### config.mk
export PLATFORM = sky130hd
export DESIGN_NAME = tx_module
export DESIGN_NICKNAME = d
export VERILOG_FILES = /design/src/rtl/tx_module.sv
export SDC_FILE = /design/constraint.sdc
export NUM_CORES = 1
export LEC_CHECK = 0
export BUFFER_PORTS_ARGS = -buffer_cell sky130_fd_sc_hd__buf_2
export CORE_MARGIN = 1.5
export CORE_UTILIZATION = 45
export CTS_CLUSTER_SIZE = 8
export DETAILED_ROUTE_END_ITERATION = 10
export PLACE_DENSITY = 0.67
export SKIP_CTS_REPAIR_TIMING = 1
export SLEW_MARGIN = 0
export SYNTH_ARGS = -nofsm -noshare
export SYNTH_HDL_FRONTEND = slang
export SYNTH_SLANG_ARGS = --single-unit
### constraint.sdc
create_clock -name clk_i -period 2.1 [get_ports clk_i]
set_input_delay 0.315 -clock clk_i [delete_from_list [all_inputs] [get_ports clk_i]]
set_output_delay 0.315 -clock clk_i [all_outputs]
set_load 0.02 [all_outputs]
### src/rtl/tx_module.sv
// tx_module: UART transmit engine.
//
// Accepts one character over a valid/ready handshake and serialises it on
// uart_tx_o as start bit, 5-8 data bits (LSB first), optional even parity
// and 1-4 stop bits. Each bit lasts 16 ticks of the shared 16x baud enable.
//
// Optional feature macro: TX_HOLD_REG_EN
//   defined   : one-entry holding register; characters can be accepted while
//               a frame is in flight and frames run back to back.
//   undefined : no holding register; every frame is followed by Idle.
//
// Ports:
//   clk_i       top clock, rising edge
//   rst_ni      asynchronous active-low reset
//   baud_en_i   16x baud tick, one clk_i cycle wide
//   tx_en_i     transmit enable (gates new acceptances only)
//   tx_conf_i   {data[1:0], stop[1:0], parity_en}, latched with the character
//   tx_valid_i  character offered
//   tx_data_i   character; bits above the configured width are ignored
//   tx_ready_o  character accepted when tx_valid_i && tx_ready_o
//   tx_busy_o   frame in progress (start bit through last stop bit)
//   tx_done_o   one-cycle pulse per completed frame
//   uart_tx_o   registered serial line, idle high
//
// State table:
//   IDLE        | line high, waiting for a pending character and a baud tick
//   SEND_START  | driving the start bit (0)
//   SEND_DATA   | driving data bit bit_idx_q
//   SEND_PARITY | driving the even parity bit
//   SEND_STOP   | driving stop bit stop_idx_q (1)
module tx_module #(
  parameter int MAX_UART_DATA_W = 8,
  parameter int STOP_CONF_W     = 2,
  parameter int DATA_CONF_W     = 2,
  parameter int SAMPLE_COUNT_W  = 4,
  parameter int TOTAL_CONF_W    = 5,
  parameter int DATA_COUNTER_W  = 3
) (
  input  logic                       clk_i,
  input  logic                       rst_ni,
  input  logic                       baud_en_i,
  input  logic                       tx_en_i,
  input  logic [TOTAL_CONF_W-1:0]    tx_conf_i,
  input  logic                       tx_valid_i,
  input  logic [MAX_UART_DATA_W-1:0] tx_data_i,
  output logic                       tx_ready_o,
  output logic                       tx_busy_o,
  output logic                       tx_done_o,
  output logic                       uart_tx_o
);

  localparam int MIN_DATA_BITS = 5;

  typedef enum logic [2:0] {
    IDLE,
    SEND_START,
    SEND_DATA,
    SEND_PARITY,
    SEND_STOP
  } state_t;

  state_t                      state_q, state_d;
  logic [SAMPLE_COUNT_W-1:0]   tick_q;
  logic [DATA_COUNTER_W-1:0]   bit_idx_q, bit_idx_d;
  logic [STOP_CONF_W-1:0]      stop_idx_q, stop_idx_d;
  logic [MAX_UART_DATA_W-1:0]  char_q;
  logic [DATA_CONF_W-1:0]      data_cfg_q;
  logic [STOP_CONF_W-1:0]      stop_cfg_q;
  logic                        par_en_q, par_bit_q;
  logic                        pending_q;
  logic                        line_q, line_d;
  logic                        busy_q, busy_d;
  logic                        done_q, done_d;

  logic                        accept, final_tick, last_data, last_stop;
  logic                        frame_end, start_frame, more;
  logic                        load_in, load_en;
  logic [MAX_UART_DATA_W-1:0]  load_data;
  logic [TOTAL_CONF_W-1:0]     load_conf;

  // Even parity over only the configured number of data bits.
  function automatic logic even_parity(input logic [MAX_UART_DATA_W-1:0] d,
                                       input logic [DATA_CONF_W-1:0] w);
    logic p;
    p = 1'b0;
    for (int i = 0; i < MAX_UART_DATA_W; i++) begin
      if (i < MIN_DATA_BITS + int'(w)) p = p ^ d[i];
    end
    return p;
  endfunction

  assign accept      = tx_valid_i && tx_ready_o;
  assign final_tick  = baud_en_i && (tick_q == {SAMPLE_COUNT_W{1'b1}});
  assign last_data   = (bit_idx_q == (DATA_COUNTER_W'(data_cfg_q)
                                      + DATA_COUNTER_W'(MIN_DATA_BITS - 1)));
  assign last_stop   = (stop_idx_q == stop_cfg_q);
  assign frame_end   = (state_q == SEND_STOP) && final_tick && last_stop;
  assign start_frame = (state_q == IDLE) && baud_en_i && pending_q;

`ifdef TX_HOLD_REG_EN
  logic                       hold_valid_q;
  logic [MAX_UART_DATA_W-1:0] hold_data_q;
  logic [TOTAL_CONF_W-1:0]    hold_conf_q;
  logic                       shift_free, load_hold;

  // The shift register is free only in Idle with nothing waiting to start;
  // otherwise an accepted character parks in the holding register.
  assign shift_free = (state_q == IDLE) && !pending_q;
  assign tx_ready_o = rst_ni && tx_en_i && !hold_valid_q;
  assign load_in    = accept && shift_free;
  assign load_hold  = hold_valid_q && (shift_free || frame_end);
  assign more       = hold_valid_q;
  assign load_en    = load_in || load_hold;
  assign load_data  = load_hold ? hold_data_q : tx_data_i;
  assign load_conf  = load_hold ? hold_conf_q : tx_conf_i;

  always_ff @(posedge clk_i or negedge rst_ni) begin
    if (!rst_ni) begin
      hold_valid_q <= 1'b0;
      hold_data_q  <= '0;
      hold_conf_q  <= '0;
    end else if (accept && !shift_free) begin
      hold_valid_q <= 1'b1;
      hold_data_q  <= tx_data_i;
      hold_conf_q  <= tx_conf_i;
    end else if (load_hold) begin
      hold_valid_q <= 1'b0;
    end
  end
`else
  assign tx_ready_o = rst_ni && tx_en_i && (state_q == IDLE) && !pending_q;
  assign load_in    = accept;
  assign more       = 1'b0;
  assign load_en    = load_in;
  assign load_data  = tx_data_i;
  assign load_conf  = tx_conf_i;
`endif

  // Character and its configuration are captured together so a later
  // configuration change cannot affect the frame they describe.
  always_ff @(posedge clk_i or negedge rst_ni) begin
    if (!rst_ni) begin
      char_q     <= '0;
      data_cfg_q <= '0;
      stop_cfg_q <= '0;
      par_en_q   <= 1'b0;
      par_bit_q  <= 1'b0;
      pending_q  <= 1'b0;
    end else begin
      if (load_en) begin
        char_q     <= load_data;
        data_cfg_q <= load_conf[TOTAL_CONF_W-1 -: DATA_CONF_W];
        stop_cfg_q <= load_conf[STOP_CONF_W:1];
        par_en_q   <= load_conf[0];
        par_bit_q  <= even_parity(load_data, load_conf[TOTAL_CONF_W-1 -: DATA_CONF_W]);
      end
      // A load at frame end goes straight to SEND_START, so pending only
      // tracks characters waiting in Idle for the next baud tick.
      if (start_frame) pending_q <= 1'b0;
      else if (load_en && (state_q == IDLE)) pending_q <= 1'b1;
    end
  end

  // Tick counter wraps 15 -> 0, so it is already zero at every bit entry.
  always_ff @(posedge clk_i or negedge rst_ni) begin
    if (!rst_ni) tick_q <= '0;
    else if (state_q == IDLE) tick_q <= '0;
    else if (baud_en_i) tick_q <= tick_q + 1'b1;
  end

  always_ff @(posedge clk_i or negedge rst_ni) begin
    if (!rst_ni) begin
      state_q    <= IDLE;
      bit_idx_q  <= '0;
      stop_idx_q <= '0;
      line_q     <= 1'b1;
      busy_q     <= 1'b0;
      done_q     <= 1'b0;
    end else begin
      state_q    <= state_d;
      bit_idx_q  <= bit_idx_d;
      stop_idx_q <= stop_idx_d;
      line_q     <= line_d;
      busy_q     <= busy_d;
      done_q     <= done_d;
    end
  end

  always_comb begin
    state_d    = state_q;
    bit_idx_d  = bit_idx_q;
    stop_idx_d = stop_idx_q;
    line_d     = line_q;
    busy_d     = busy_q;
    done_d     = 1'b0;
    case (state_q)
      IDLE: begin
        line_d = 1'b1;
        if (start_frame) begin
          state_d = SEND_START;
          line_d  = 1'b0;
          busy_d  = 1'b1;
        end
      end
      SEND_START: begin
        if (final_tick) begin
          state_d   = SEND_DATA;
          bit_idx_d = '0;
          line_d    = char_q[0];
        end
      end
      SEND_DATA: begin
        if (final_tick) begin
          if (last_data) begin
            stop_idx_d = '0;
            if (par_en_q) begin
              state_d = SEND_PARITY;
              line_d  = par_bit_q;
            end else begin
              state_d = SEND_STOP;
              line_d  = 1'b1;
            end
          end else begin
            bit_idx_d = bit_idx_q + 1'b1;
            line_d    = char_q[bit_idx_d];
          end
        end
      end
      SEND_PARITY: begin
        if (final_tick) begin
          state_d    = SEND_STOP;
          stop_idx_d = '0;
          line_d     = 1'b1;
        end
      end
      SEND_STOP: begin
        if (frame_end) begin
          done_d = 1'b1;
          if (more) begin
            state_d = SEND_START;
            line_d  = 1'b0;
          end else begin
            state_d = IDLE;
            busy_d  = 1'b0;
            line_d  = 1'b1;
          end
        end else if (final_tick) begin
          stop_idx_d = stop_idx_q + 1'b1;
        end
      end
      default: begin
        state_d = IDLE;
        line_d  = 1'b1;
        busy_d  = 1'b0;
      end
    endcase
  end

  assign uart_tx_o = line_q;
  assign tx_busy_o = busy_q;
  assign tx_done_o = done_q;

endmodule

**Word-level counts from Yosys, hierarchy flattened**

Cells that the tools add are included.

- Logic and storage cells: 125
- Bits in writable memories: 0
- Flip-flop bits (word level): 30
- Bits in read-only memories: 0
- Latch bits: 0
- Memories: 0
- Input bits: 18

- $add $sub $neg: 5
- Divide/modulo/power cells: 0
- Mux-type cells: 52
- Multipliers: 0
- Order comparisons: 9
- Shift operators: 0
- Reduce and logical (&&, ||, !) cells: 22
- Bitwise operators: 8
- Eq/ne operators: 16

Operator list:

| kind | count |
|---|---|
| 4-bit by 32-bit less-than comparator with 1-bit output, first input constant | 3 |
| 3-bit by 32-bit less-than comparator with 1-bit output, first input constant | 2 |
| 1-bit by 32-bit less-than comparator with 1-bit output, first input constant | 1 |
| 2-bit by 32-bit less-than comparator with 1-bit output, first input constant | 1 |
| 3-bit two-way mux | 10 |
| 1-bit two-way mux | 29 |
| 2-bit inequality test, second input constant | 9 |
| 3-bit case mux with 5 select lines | 1 |
| 6-bit AND reduction | 2 |
| 1-bit logical AND | 10 |
| 2-bit two-way mux | 5 |
| 4-bit two-way mux | 2 |
| 4-bit AND reduction | 2 |
| 1-bit XOR | 7 |
| 3-bit by 2-bit equality test with 1-bit output, second input constant | 2 |
| 2-bit case mux with 3 select lines | 1 |
| 3-bit case mux with 2 select lines | 1 |
| 2-bit nonzero test | 3 |
| 1-bit case mux with 5 select lines | 1 |
| 3-bit by 2-bit adder with 4-bit output, first input constant | 1 |
| 4-bit by 1-bit adder with 4-bit output, second input constant | 1 |
| 4-bit equality test, second input constant | 1 |
| 3-bit by 4-bit less-than comparator with 1-bit output, first input constant | 1 |
| 3-bit by 4-bit less-than comparator with 1-bit output, second input constant | 1 |
| other kinds (15) | 15 |

**Longest topological paths before layout**

- Depth after elaboration: 25
- Depth in mapped cells: 6
- Depth with buffers taken out: 5

**Worst setup path after synthesis**

Ideal clock, no wire load.

- Path type: register to register
- From: register state_q[0]
- To: register stop_idx_q[0]
- Path slack: 377 ps
- Cell stages (with the launch flop): 6
- Setup time: 125 ps
- Path buffers: 1
- Period minus slack after synthesis: 1723 ps
- Arrival time: 1598 ps
- Cells stage by stage: dfrtp_1 or3b_1 buf_2 o21bai_1 a31oi_1 mux2_2

- Longest elaborated chain between the ends: 5
- Elaborated cells between the ends (all ways): 13
- Classes of those cells: 8 x eq/ne; 1 x mux; 4 x reduce/logical

RTL lines:

| item | line | RTL |
|---|---|---|
| start: declaration | 62 | `state_t state_q, state_d;` |
| start signal: assignment | 180 | `state_q <= state_d;` |
| 3-bit equality test | 97, 196 |  |
| 1-bit logical AND (2 in a row) | 97 | `assign frame_end = (state_q == SEND_STOP) && final_tick && last_stop;` |
| 2-bit inequality test (no source line) | - |  |
| 6-bit AND reduction (no source line) | - |  |
| end signal: assignment | 182 | `stop_idx_q <= stop_idx_d;` |
| end: declaration | 65 | `logic [STOP_CONF_W-1:0] stop_idx_q, stop_idx_d;` |

Several ways; a longest one is shown, not always the timed one.
A chain may end at the register's enable or synchronous reset.

**Worst setup path in the final report**

- From: register tick_q[0]
- To: register line_q (netlist: uart_tx_o)

- Longest elaborated chain between the ends: 6
- Elaborated cells between the ends (all ways): 9
- Classes of those cells: 5 x eq/ne; 4 x reduce/logical

RTL lines:

| item | line | RTL |
|---|---|---|
| start: declaration | 63 | `logic [SAMPLE_COUNT_W-1:0] tick_q;` |
| start signal: assignment | 168 | `else if (baud_en_i) tick_q <= tick_q + 1'b1;` |
| 4-bit equality test (*) | 93 | `assign final_tick = baud_en_i && (tick_q == {SAMPLE_COUNT_W{1'b1}});` |
| 1-bit logical AND (*) | 93 |  |
| 1-bit logical AND (2 in a row) | 97 |  |
| 2-bit inequality test (no source line) | - |  |
| 4-bit AND reduction (no source line) (*) | - |  |
| end signal: assignment | 183 | `line_q <= line_d;` |
| end: declaration | 71 | `logic line_q, line_d;` |

Every way passes the cells marked *; elsewhere a longest branch is shown, timed or not.

==> reports/metrics.yaml <==
routedWlPerCell_um: 14.8
synth_top_area_share_pct: 43.1
final_hold_viol_count: 0
rows: 22
initial_core_util_pct: 46.4
worstMarginPinSlew_ns: 0.433
wl_um: 3400
cts_inserted_buffers: 5
p_sw_w: 0.000439
grt_pass1_vias: 1289
whs_ns: 0.268
maxSlewHeadroom_pct: 71.0
die_y_um: 64.2
die-area_um2: 4120
synth_edf_count: 0
skew_ns: 0.00600
p_leak_nw: 0.934
tritoncts: "done"
grt_antenna_before_repair: 0
hp-start: "tx_conf_i[2]"
cp.arrival_ns: 2.07
switching_share_pct: 28.6
r2r_slack_ns: 0.22
cpLargestDelayFamily: "simple AND/OR/NAND/NOR gates"
n_antenna_cell: 0
ant_nets: 0
crit_type: "register to register"
ys.flop_type: "dfrtp_1"
yosys-top-cells-area: "dfrtp_1, mux2_2, xnor2_1, mux4_2, xor2_1"
synthesis.area_um2: 1690
fin_tns_setup_ns: 0
drive_gt1_share_pct: 31.9
grt_usage_pct: 18.7
grt_overflow: 0
core-area_um2: 3630
pwr_density_cell_nw_per_um2: 778
via_per_inst: 5.59
rr_worst_depth: 6
cp-end-kind: "register"
startpoint: "tick_q[0]"
die_x_um: 64.2
grt_max_degree: 30
sequentialPowerShare_pct: 48.6
required_ns: 2.30
fmax_mhz: 533
path_depth: 6
gp_congestion: 0.859
r2r_end: "uart_tx_o"
rr_startpoint: "tick_q[0]"
peakVddDrop_uv: 471
setup_viol: 0
yosys.area.top_type: "dfrtp_1"
cp-endpoint: "uart_tx_o"
critPathBufInv: 1
ys_seq_area_share_pct: 44.6
maxCapViolations: 0
cts.htree.levels: 2
min_period_ns: 1.88
slowest_stage: "dfrtp_1"
syn_nets: 173
first_iter_violations: 41
area_delta_synth_final_pct: 16.9
fin_crit_sh_pct: 89.4
yosysWarnings: 0
boundaryPins: 22
clk_latency_ns: 0.28
ys_ff_latch: 30
place_ws_ns: 0.234
fillers: 322
syn_inst: 153
clk_pin_slew_ns: 0.06
dp_hpwl_um: 2590
power_frac_clock_pct: 30.1
p_comb_share_pct: 21.3
start_kind: "register"
internal_power_w: 0.00109
cts-root-buf: "clkbuf_8"
synth_commonest_cells: "dfrtp_1, mux2_2, nand2_1, nor2_1, xnor2_1"
cp_max_fo: 7
clkSinkCount: 30
fin_ws_ns: 0.223
nNetsFinal: 201
ys_types: 49
drc: 0
grt_pass1_wl_um: 5890
slew_viol_final: 0
path_common_cell: "a2bb2oi_1"
cpPeakStageDelay_ns: 0.38
cp_cell_sequence: "ha_1 > nand4_1 > buf_4 > nor3_1 > a2bb2oi_1 > a2bb2oi_1"
hold_path_class: "input port to register"
syn_avg_cell_area_um2: 11.0
num_vias: 1285
clock_path_buffers: 2
async_flop_share_pct: 100
status: "completed"
rsz0062_at_grt: "no"
synth_most_common_cell: "dfrtp_1"
portBuffers: 21
first_pass_iters: 4
[sequential cells by signal, indices dropped and copies added (netlist names)]
register / flops
bit_idx_q: 3
char_q: 8
data_cfg_q: 2
par_bit_q: 1
par_en_q: 1
pending_q: 1
state_q: 3
stop_cfg_q: 2
stop_idx_q: 2
tick_q: 4
tx_busy_o: 1
tx_done_o: 1
uart_tx_o: 1
[metal layers]
layer | wire [um] | vias to the layer above | global-route usage [%]
li1 | - | 619 | -
met1 | 1560 | 609 | 23.7
met2 | 1500 | 45 | 28.1
met3 | 195 | 12 | 5.81
met4 | 150 | 0 | 11.2
met5 | 0 | - | 0
[per-stage QoR]
stage | util (%) | area (um2) | power [W] | std cells
2_1_floorplan | - | 1690 | 0.000971 | 153
3_3_place_gp | 51.4 | 1870 | 0.00105 | 221
3_5_place_dp | 51.4 | 1870 | 0.00108 | 221
4_1_cts | 54.0 | 1960 | 0.00155 | 229
5_1_grt | 54.2 | 1970 | 0.00163 | 230
6_report | 54.2 | 1970 | 0.00153 | 230
[power by group through the flow]
stage                     registers (W)  clock network [W]  logic, W
final                          0.000745           0.000462  0.000326
after global routing           0.000758           0.000505  0.000366
after CTS                      0.000746           0.000478  0.000328
after detailed placement       0.000757                  0  0.000326
after global placement         0.000749                  0  0.000305
after floorplan                0.000745                  0  0.000225
[layout make-up]
type | instances | area (um2) | share of cell area [%]
Clock buffer | 7 | 86.3 | 4.38
Clock inverter | 1 | 5.00 | 0.254
Inverter | 4 | 15.0 | 0.762
Multi-Input combinational cell | 111 | 885 | 44.9
Sequential cell | 30 | 752 | 38.2
Tap cell | 48 | 60.1 | 3.05
Timing Repair Buffer | 29 | 168 | 8.51
[layout by cell type (no fill, tap or decap), types with 2 or more instances in the layout]
master / n
xnor2_1: 6
xor2_1: 5
a21bo_2: 2
a21oi_1: 3
clkbuf_8: 6
dfrtp_1: 29
a2bb2oi_1: 2
nor2b_1: 5
o211ai_1: 2
nand2_1: 10
o21ai_0: 5
a31oi_1: 3
and3_1: 2
o221ai_1: 2
nor2_1: 10
mux2_2: 16
mux2i_1: 2
ha_1: 2
buf_2: 21
nand4_1: 4
nand2b_1: 3
buf_4: 7
inv_1: 4
o21bai_1: 2
mux4_2: 2
[worst reg2reg max path, stage by stage (launching register included)]
cell       delay (ns)
dfrtp_1          0.38
ha_1             0.18
nand4_1          0.25
buf_4            0.27
nor3_1           0.28
a2bb2oi_1        0.26
a2bb2oi_1        0.18
[logic make-up (layout without fill, tap and decap cells)]
logic type / Yosys count / after routing / synth area share (%)
AOI/OAI and AO/OA: 31 / 31 / 13.4
and+or+nand+nor: 46 / 46 / 16.0
muxes: 20 / 20 / 14.6
DFF: 30 / 30 / 44.6
buffers and inverters: 12 / 41 / 2.89
xor gates and xnor gates: 12 / 12 / 7.05
adders and majority gates: 2 / 2 / 1.48
[worst min path at each step]
stage	endpoint	slack, ns	cells past startpoint
2_1_floorplan	bit_idx_q[0]	0.02	0
3_3_place_gp	stop_cfg_q[0]	0.14	1
3_5_place_dp	stop_cfg_q[0]	0.14	1
4_1_cts	stop_cfg_q[0]	-0.16	1
5_1_grt	stop_cfg_q[0]	0.27	2
6_report	stop_cfg_q[1]	0.27	2
Power figures use the tool's default switching activity.
